### config.mk
export PLATFORM = sky130hd
export DESIGN_NAME = sync_fifo
export DESIGN_NICKNAME = d
export VERILOG_FILES = /design/src/rtl/sync_fifo.sv
export SDC_FILE = /design/constraint.sdc
export NUM_CORES = 1
export LEC_CHECK = 0
export BUFFER_PORTS_ARGS = -buffer_cell sky130_fd_sc_hd__buf_2
export CAP_MARGIN = 40
export CORE_ASPECT_RATIO = 0.5
export CORE_UTILIZATION = 50
export CTS_CLUSTER_DIAMETER = 30
export DETAILED_ROUTE_END_ITERATION = 16
export GPL_ROUTABILITY_DRIVEN = 0
export PLACE_DENSITY = 0.7
export SETUP_SLACK_MARGIN = 0.2
export SLEW_MARGIN = 5
export SYNTH_ARGS = -nofsm -noshare
export SYNTH_HDL_FRONTEND = slang
export SYNTH_SLANG_ARGS = --single-unit
### constraint.sdc
create_clock -name clock -period 3 [get_ports clock]
set_input_delay 0.3 -clock clock [delete_from_list [all_inputs] [get_ports clock]]
set_output_delay 0.3 -clock clock [all_outputs]
set_load 0.01 [all_outputs]
### src/rtl/sync_fifo.sv
// Single-clock FIFO with power-of-two width conversion between write and read sides.
// Storage is kept in narrow-width units; each side moves ratio units (or one) per access.
module sync_fifo #(
  parameter int    INPUT_WIDTH  = 16,
  parameter int    OUTPUT_WIDTH = 16,
  parameter int    WR_DEPTH     = 16,
  parameter int    RD_DEPTH     = 16,
  parameter string MODE         = "FWFT",
  parameter string DIRECTION    = "LSB"
) (
  input  logic                          clock,
  input  logic                          reset,
  input  logic                          wr_en,
  input  logic [INPUT_WIDTH-1:0]        din,
  input  logic                          rd_en,
  output logic                          valid,
  output logic [OUTPUT_WIDTH-1:0]       dout,
  output logic                          full,
  output logic                          empty,
  output logic [$clog2(WR_DEPTH):0]     wr_data_count,
  output logic [$clog2(RD_DEPTH):0]     rd_data_count,
  output logic [$clog2(WR_DEPTH):0]     wr_data_space,
  output logic [$clog2(RD_DEPTH):0]     rd_data_space
);

  localparam int NW    = (INPUT_WIDTH < OUTPUT_WIDTH) ? INPUT_WIDTH : OUTPUT_WIDTH;
  localparam int WRU   = INPUT_WIDTH / NW;
  localparam int RDU   = OUTPUT_WIDTH / NW;
  localparam int UNITS = WR_DEPTH * WRU;
  localparam int PW    = $clog2(UNITS);
  localparam int CW    = PW + 1;
  localparam int WCW   = $clog2(WR_DEPTH) + 1;
  localparam int RCW   = $clog2(RD_DEPTH) + 1;
  localparam int WRSH  = $clog2(WRU);
  localparam int RDSH  = $clog2(RDU);
  localparam bit IS_FWFT = (MODE == "FWFT");
  localparam bit IS_LSB  = (DIRECTION == "LSB");

  logic [NW-1:0]           r_mem [UNITS];
  logic [PW-1:0]           r_wr_ptr;
  logic [PW-1:0]           r_rd_ptr;
  logic [CW-1:0]           r_cnt;

  logic                    w_full;
  logic                    w_empty;
  logic                    w_wr_acc;
  logic                    w_rd_acc;
  logic [CW-1:0]           w_cnt_up;
  logic [WCW-1:0]          w_wr_cnt;
  logic [RCW-1:0]          w_rd_cnt;
  logic [OUTPUT_WIDTH-1:0] w_head;

  // Unit count rounded up to input words: a partially drained wide slot stays occupied.
  assign w_cnt_up = r_cnt + CW'(WRU - 1);
  assign w_wr_cnt = WCW'(w_cnt_up >> WRSH);
  assign w_rd_cnt = RCW'(r_cnt >> RDSH);
  assign w_full   = (w_wr_cnt == WCW'(WR_DEPTH));
  assign w_empty  = (w_rd_cnt == '0);
  assign w_wr_acc = wr_en & ~w_full;
  assign w_rd_acc = rd_en & ~w_empty;

  assign full          = w_full;
  assign empty         = w_empty;
  assign wr_data_count = w_wr_cnt;
  assign rd_data_count = w_rd_cnt;
  assign wr_data_space = WCW'(WR_DEPTH) - w_wr_cnt;
  assign rd_data_space = RCW'(RD_DEPTH) - w_rd_cnt;

  always_ff @(posedge clock) begin
    if (reset) begin
      r_wr_ptr <= '0;
      r_rd_ptr <= '0;
      r_cnt    <= '0;
    end else begin
      if (w_wr_acc) r_wr_ptr <= r_wr_ptr + PW'(WRU);
      if (w_rd_acc) r_rd_ptr <= r_rd_ptr + PW'(RDU);
      r_cnt <= r_cnt + (w_wr_acc ? CW'(WRU) : CW'(0)) - (w_rd_acc ? CW'(RDU) : CW'(0));
    end
  end

  // Unit k of a wide write is the k-th sub-word to be read out.
  always_ff @(posedge clock) begin
    if (w_wr_acc) begin
      for (int k = 0; k < WRU; k++) begin
        r_mem[r_wr_ptr + PW'(k)] <= din[(IS_LSB ? k : WRU - 1 - k) * NW +: NW];
      end
    end
  end

  always_comb begin
    w_head = '0;
    for (int k = 0; k < RDU; k++) begin
      w_head[(IS_LSB ? k : RDU - 1 - k) * NW +: NW] = r_mem[r_rd_ptr + PW'(k)];
    end
  end

  if (IS_FWFT) begin : g_fwft
    assign valid = ~w_empty;
    assign dout  = w_empty ? '0 : w_head;
  end else begin : g_std
    logic                    r_valid;
    logic [OUTPUT_WIDTH-1:0] r_dout;

    always_ff @(posedge clock) begin
      if (reset) begin
        r_valid <= 1'b0;
        r_dout  <= '0;
      end else begin
        r_valid <= w_rd_acc;
        if (w_rd_acc) r_dout <= w_head;
      end
    end

    assign valid = r_valid;
    assign dout  = r_dout;
  end

endmodule

Word level (Yosys, flattened, before mapping). Memory sizes are Yosys's and may differ from the RTL's. A register that Yosys moved wholly into a read port is not among the register bits. Cells that the tools add are included.

Flip-flop bits (word level): 13. Memory bits (writable): 256. Input bits: 20. Output and inout port bits: 39. Word-level logic and storage cells: 22. Memories: 1.

Memories: r_mem (words 16, bits a word 16, rd ports 1, clocked after Yosys merged registers in 1, wr ports 1, RTL line 39) `logic [NW-1:0] r_mem [UNITS];`.

$add $sub $neg: 5. Equal/unequal tests: 1. Multiplexer cells: 7. Bitwise gates (word level): 4. Reductions and logical operators: 1.

Operators with widths (number): $mux 16 (1); $add 4x1->4 const B (2); $mux 4 (2); $add 5x1->5 (1); $eq 5x5->1 const B (1); $logic_not 5->1 (1); $sub 5x1->5 (1); $sub 5x5->5 const A (1); $mux 1 (4); $and 1x1->1 (2); $not 1->1 (2).

Depth between registers and ports, before layout.
Word-level depth: 6. Gate-level depth with buffers: 14. Gate-level depth less buffers: 13.

Worst setup path after synthesis. Ideal clock, no wire load.

Path type: reg2reg. From: register r_cnt[1], in the netlist rd_data_count[1]. To: memory r_mem[3][0] (netlist bit) (enable). Library setup time: 0.409 ns. Data arrival time: 2.882 ns. Required time: 2.591 ns. Slack: -0.291 ns. Cell stages (with the launch flop): 9. Path buffers: 1. Clock period less this slack: 3.291 ns. Cell sequence: dfxtp_1 -> inv_1 -> ha_1 -> and2_1 -> ha_1 -> nor2b_1 -> clkbuf_1 -> nand2_1 -> nor3_1.

Longest elaborated chain between the ends: 5.

RTL lines: from (decl) (RTL line 42) `logic [CW-1:0] r_cnt;`; from (signal assigned) (RTL line 77) `r_cnt <= r_cnt + (w_wr_acc ? CW'(WRU) : CW'(0)) - (w_rd_acc ? CW'(RDU) : CW'(0));`; $eq 5x5->1 (RTL line 57) `assign w_full = (w_wr_cnt == WCW'(WR_DEPTH));`; via full (RTL line 18) `output logic full,`; $not 1->1 (RTL line 59) `assign w_wr_acc = wr_en & ~w_full;`; $and 1x1->1 (RTL line 59); $mux 1 (RTL line 83) `if (w_wr_acc) begin`; $mux 1 (RTL line 85) `r_mem[r_wr_ptr + PW'(k)] <= din[(IS_LSB ? k : WRU - 1 - k) * NW +: NW];`; to (decl) (RTL line 39).

The timed path passes the listed nets, and every way through them passes these cells.

==> results.yml <==
synth:
  yosysSeqAreaShare: 0.737
  syn_inst: 652
  netlist_area_mm2: 0.0109
  synthDistinctLibCells: 26
  syn_area_per_cell_um2: 16.7
  syn-num-nets: 687
  ys_warn_count: 0
  ys_ff_latch: 273
grt:
  gr-total-overflow: 0
  grt_max_degree: 65
  gr-usage-all-layers: 0.199
  grt_pass1_wl_mm: 32.9
  grt_pass1_vias: 5676
  antenna_found_initial: 1
worst_hold_path:
  min_path_cells: 2
  holdPathEnd: "rd_data_count[1]$_SDFF_PP0_"
  hp-class: "in2reg"
  hp-start: "reset"
layout:
  design_area_mm2: 0.0127
  seqCellArea_mm2: 0.00804
  fin_nets: 765
  drive_gt1_frac: 0.237
  area_growth_pct: 16.9
  nFillCells: 1536
  multi_input_area_mm2: 0.00268
worst_setup_path:
  r2r-end: "rd_data_count[4]$_SDFF_PP0_"
  ff2ff_setup_slack_ps: 370
  rr_worst_depth: 13
  worstPathArrival_ps: 2360
  cp.required_ps: 2700
  worstSetupStartpointType: "flip-flop"
  cp-end-kind: "primary output"
  timing.rr.start: "rd_data_count[1]$_SDFF_PP0_"
  cp_max_fo: 15
  critPathKind: "reg2out"
floorplan:
  dieArea_mm2: 0.0224
  die_width_um: 211
  num_rows: 37
  die_y_um: 106
  floorplan.core_area_mm2: 0.0210
  initial_utilization: 0.520
  io_pins: 59
pwr:
  p_leak_uw: 0.00435
  power_frac_seq: 0.410
  swShare: 0.289
  power_density_mw_per_mm2: 857
  intPower_uw: 7760
  power_frac_clock: 0.347
  power_switching_uw: 3160
  power_uw: 10900
  ir_drop_uv: 615
  combPwrFrac: 0.243
timing:
  setup-violations-final: 0
  whs_ps: 111
  min_period_over_period: 0.886
  maxClockFrequency_ghz: 0.376
  fin_crit_ps: 2660
  setup_tns_ps: 0
  slew_headroom: 0.638
  clock-skew-final_ps: 7.45
  drv_slew: 0
  finalHoldViolations: 0
  worst_slew_pin_slew_ps: 542
  rsz0062_at_grt: "no"
route:
  vias: 5760
  drt-total-wl_mm: 22.0
  drt_iter0_markers: 433
  drc: 0
  drt-wirelength-per-cell_um: 21.0
  final_antenna_net_count: 0
  firstDrtPassIters: 5
  vias_per_cell: 5.50
clock_tree:
  htree_levels: 1
  clkLatencyLatePin_ps: 540
  numCtsBuffers: 31
  cts_sinks: 273
  path_clk_slew_ps: 60
  clockBufferDepth: 3
  cts_tree: "yes"
  cts_hold_buf: 0
  root_buffer: "clkbuf_16"
status:
  outcome: "finished, final reports clean"
place:
  numPortBuffers: 58
  place_area_mm2: 0.0116
  dp_hpwl_mm: 12.3
job:
  cap_violations: 0
repair_timing:
item | in CTS | in global routing
pin swaps | 0 | 1
resized for setup | 4 | 9
buffers inserted | 1 | 0
endpoints found under the setup margin | 17 | 17
synthesized netlist by cell type (all sizes together):
cell | n | area share
edfxtp | 256 | 0.71
mux2i | 121 | 0.11
a22oi | 60 | 0.041
nor2 | 31 | 0.011
nand3 | 30 | 0.014
buf | 25 | 0.016
clkbuf | 21 | 0.0072
nand2 | 21 | 0.0072
dfxtp | 17 | 0.031
ha | 14 | 0.016
inv | 12 | 0.0041
nor2b | 7 | 0.0040
xnor2 | 7 | 0.0056
xor2 | 6 | 0.0048
mux4 | 4 | 0.0083
nor3 | 4 | 0.0018
a21oi | 3 | 0.0014
nand2b | 3 | 0.0017
and2 | 2 | 0.0011
mux2 | 2 | 0.0021
nand4 | 2 | 0.0011
o21bai | 2 | 0.0014
a22o | 1 | 0.00080
fa | 1 | 0.0018
state kept, by name, summed over array words and instances (netlist names), named ones only:
register,flops
r_wr_ptr,4
r_rd_ptr,4
r_mem,256
rd_data_count,5
cell usage in the layout, fill, tap and decap left out, types with 11 or more instances in the layout:
master     instances
a22oi_1           60
buf_2             58
buf_4             28
clkbuf_16         31
dfxtp_1           12
edfxtp_1         256
ha_1              12
inv_1             11
mux2i_1          121
nand2_1           21
nand3_1           30
nor2_1            17
nor2_2            14
worst max-delay path by stage:
| stage | to | slack (ps) |
|---|---|---|
| 6_report | dout[14] | 340 |
| 5_1_grt | dout[13] | 210 |
| 4_1_cts | rd_data_count[4]$_SDFF_PP0_ | 200 |
| 3_5_place_dp | rd_data_count[4]$_SDFF_PP0_ | 160 |
| 3_3_place_gp | rd_data_count[4]$_SDFF_PP0_ | 270 |
| 2_1_floorplan | rd_data_count[4]$_SDFF_PP0_ | 240 |
routing by layer:
layer | part of all wire | global-route usage
met4 | 0.011 | 0.0414
met1 | 0.47 | 0.286
met3 | 0.058 | 0.0352
met5 | 0 | 0
met2 | 0.46 | 0.321
worst max-delay path, cell delays in order, from the launching register on:
cell and delay, ps:
dfxtp_4 560, mux4_2 540, mux2_2 280, a22o_1 280
buf_2 150
power by group through the flow:
stage / sequential [uW] / clock [uW] / combinational, uW
floorplan: 4490 / 0 / 1940
global placement: 4570 / 0 / 2540
detailed placement: 4590 / 0 / 2570
CTS: 4480 / 3840 / 2650
global route: 4500 / 3990 / 2860
finish: 4480 / 3790 / 2650
kinds of logic after synthesis:
family	Yosys count	synth area share
fa+ha+maj	15	0.0179
buf+inv	58	0.0270
xor+xnor	13	0.0104
mux	127	0.121
simple gates	100	0.0416
compound gates	66	0.0449
flops	273	0.737
final cells by class:
| class | count | area share |
|---|---|---|
| sequential | 273 | 0.631 |
| multi-input combinational | 321 | 0.210 |
| clock buffer | 34 | 0.0618 |
| timing repair buffer | 91 | 0.0447 |
| tap | 292 | 0.0287 |
| clock inverter | 23 | 0.0204 |
| inverter | 12 | 0.00353 |
| antenna | 1 | 0.000196 |
stage by stage:
stage | utilization | setup slack [ps] | std cells
after floorplan | - | 235 | 652
after global placement | 0.555 | 266 | 988
after detailed placement | 0.555 | 157 | 988
after CTS | 0.606 | 203 | 1046
after global routing | 0.608 | 209 | 1046
final | 0.608 | 341 | 1047
(Power assumes the default switching activity.)
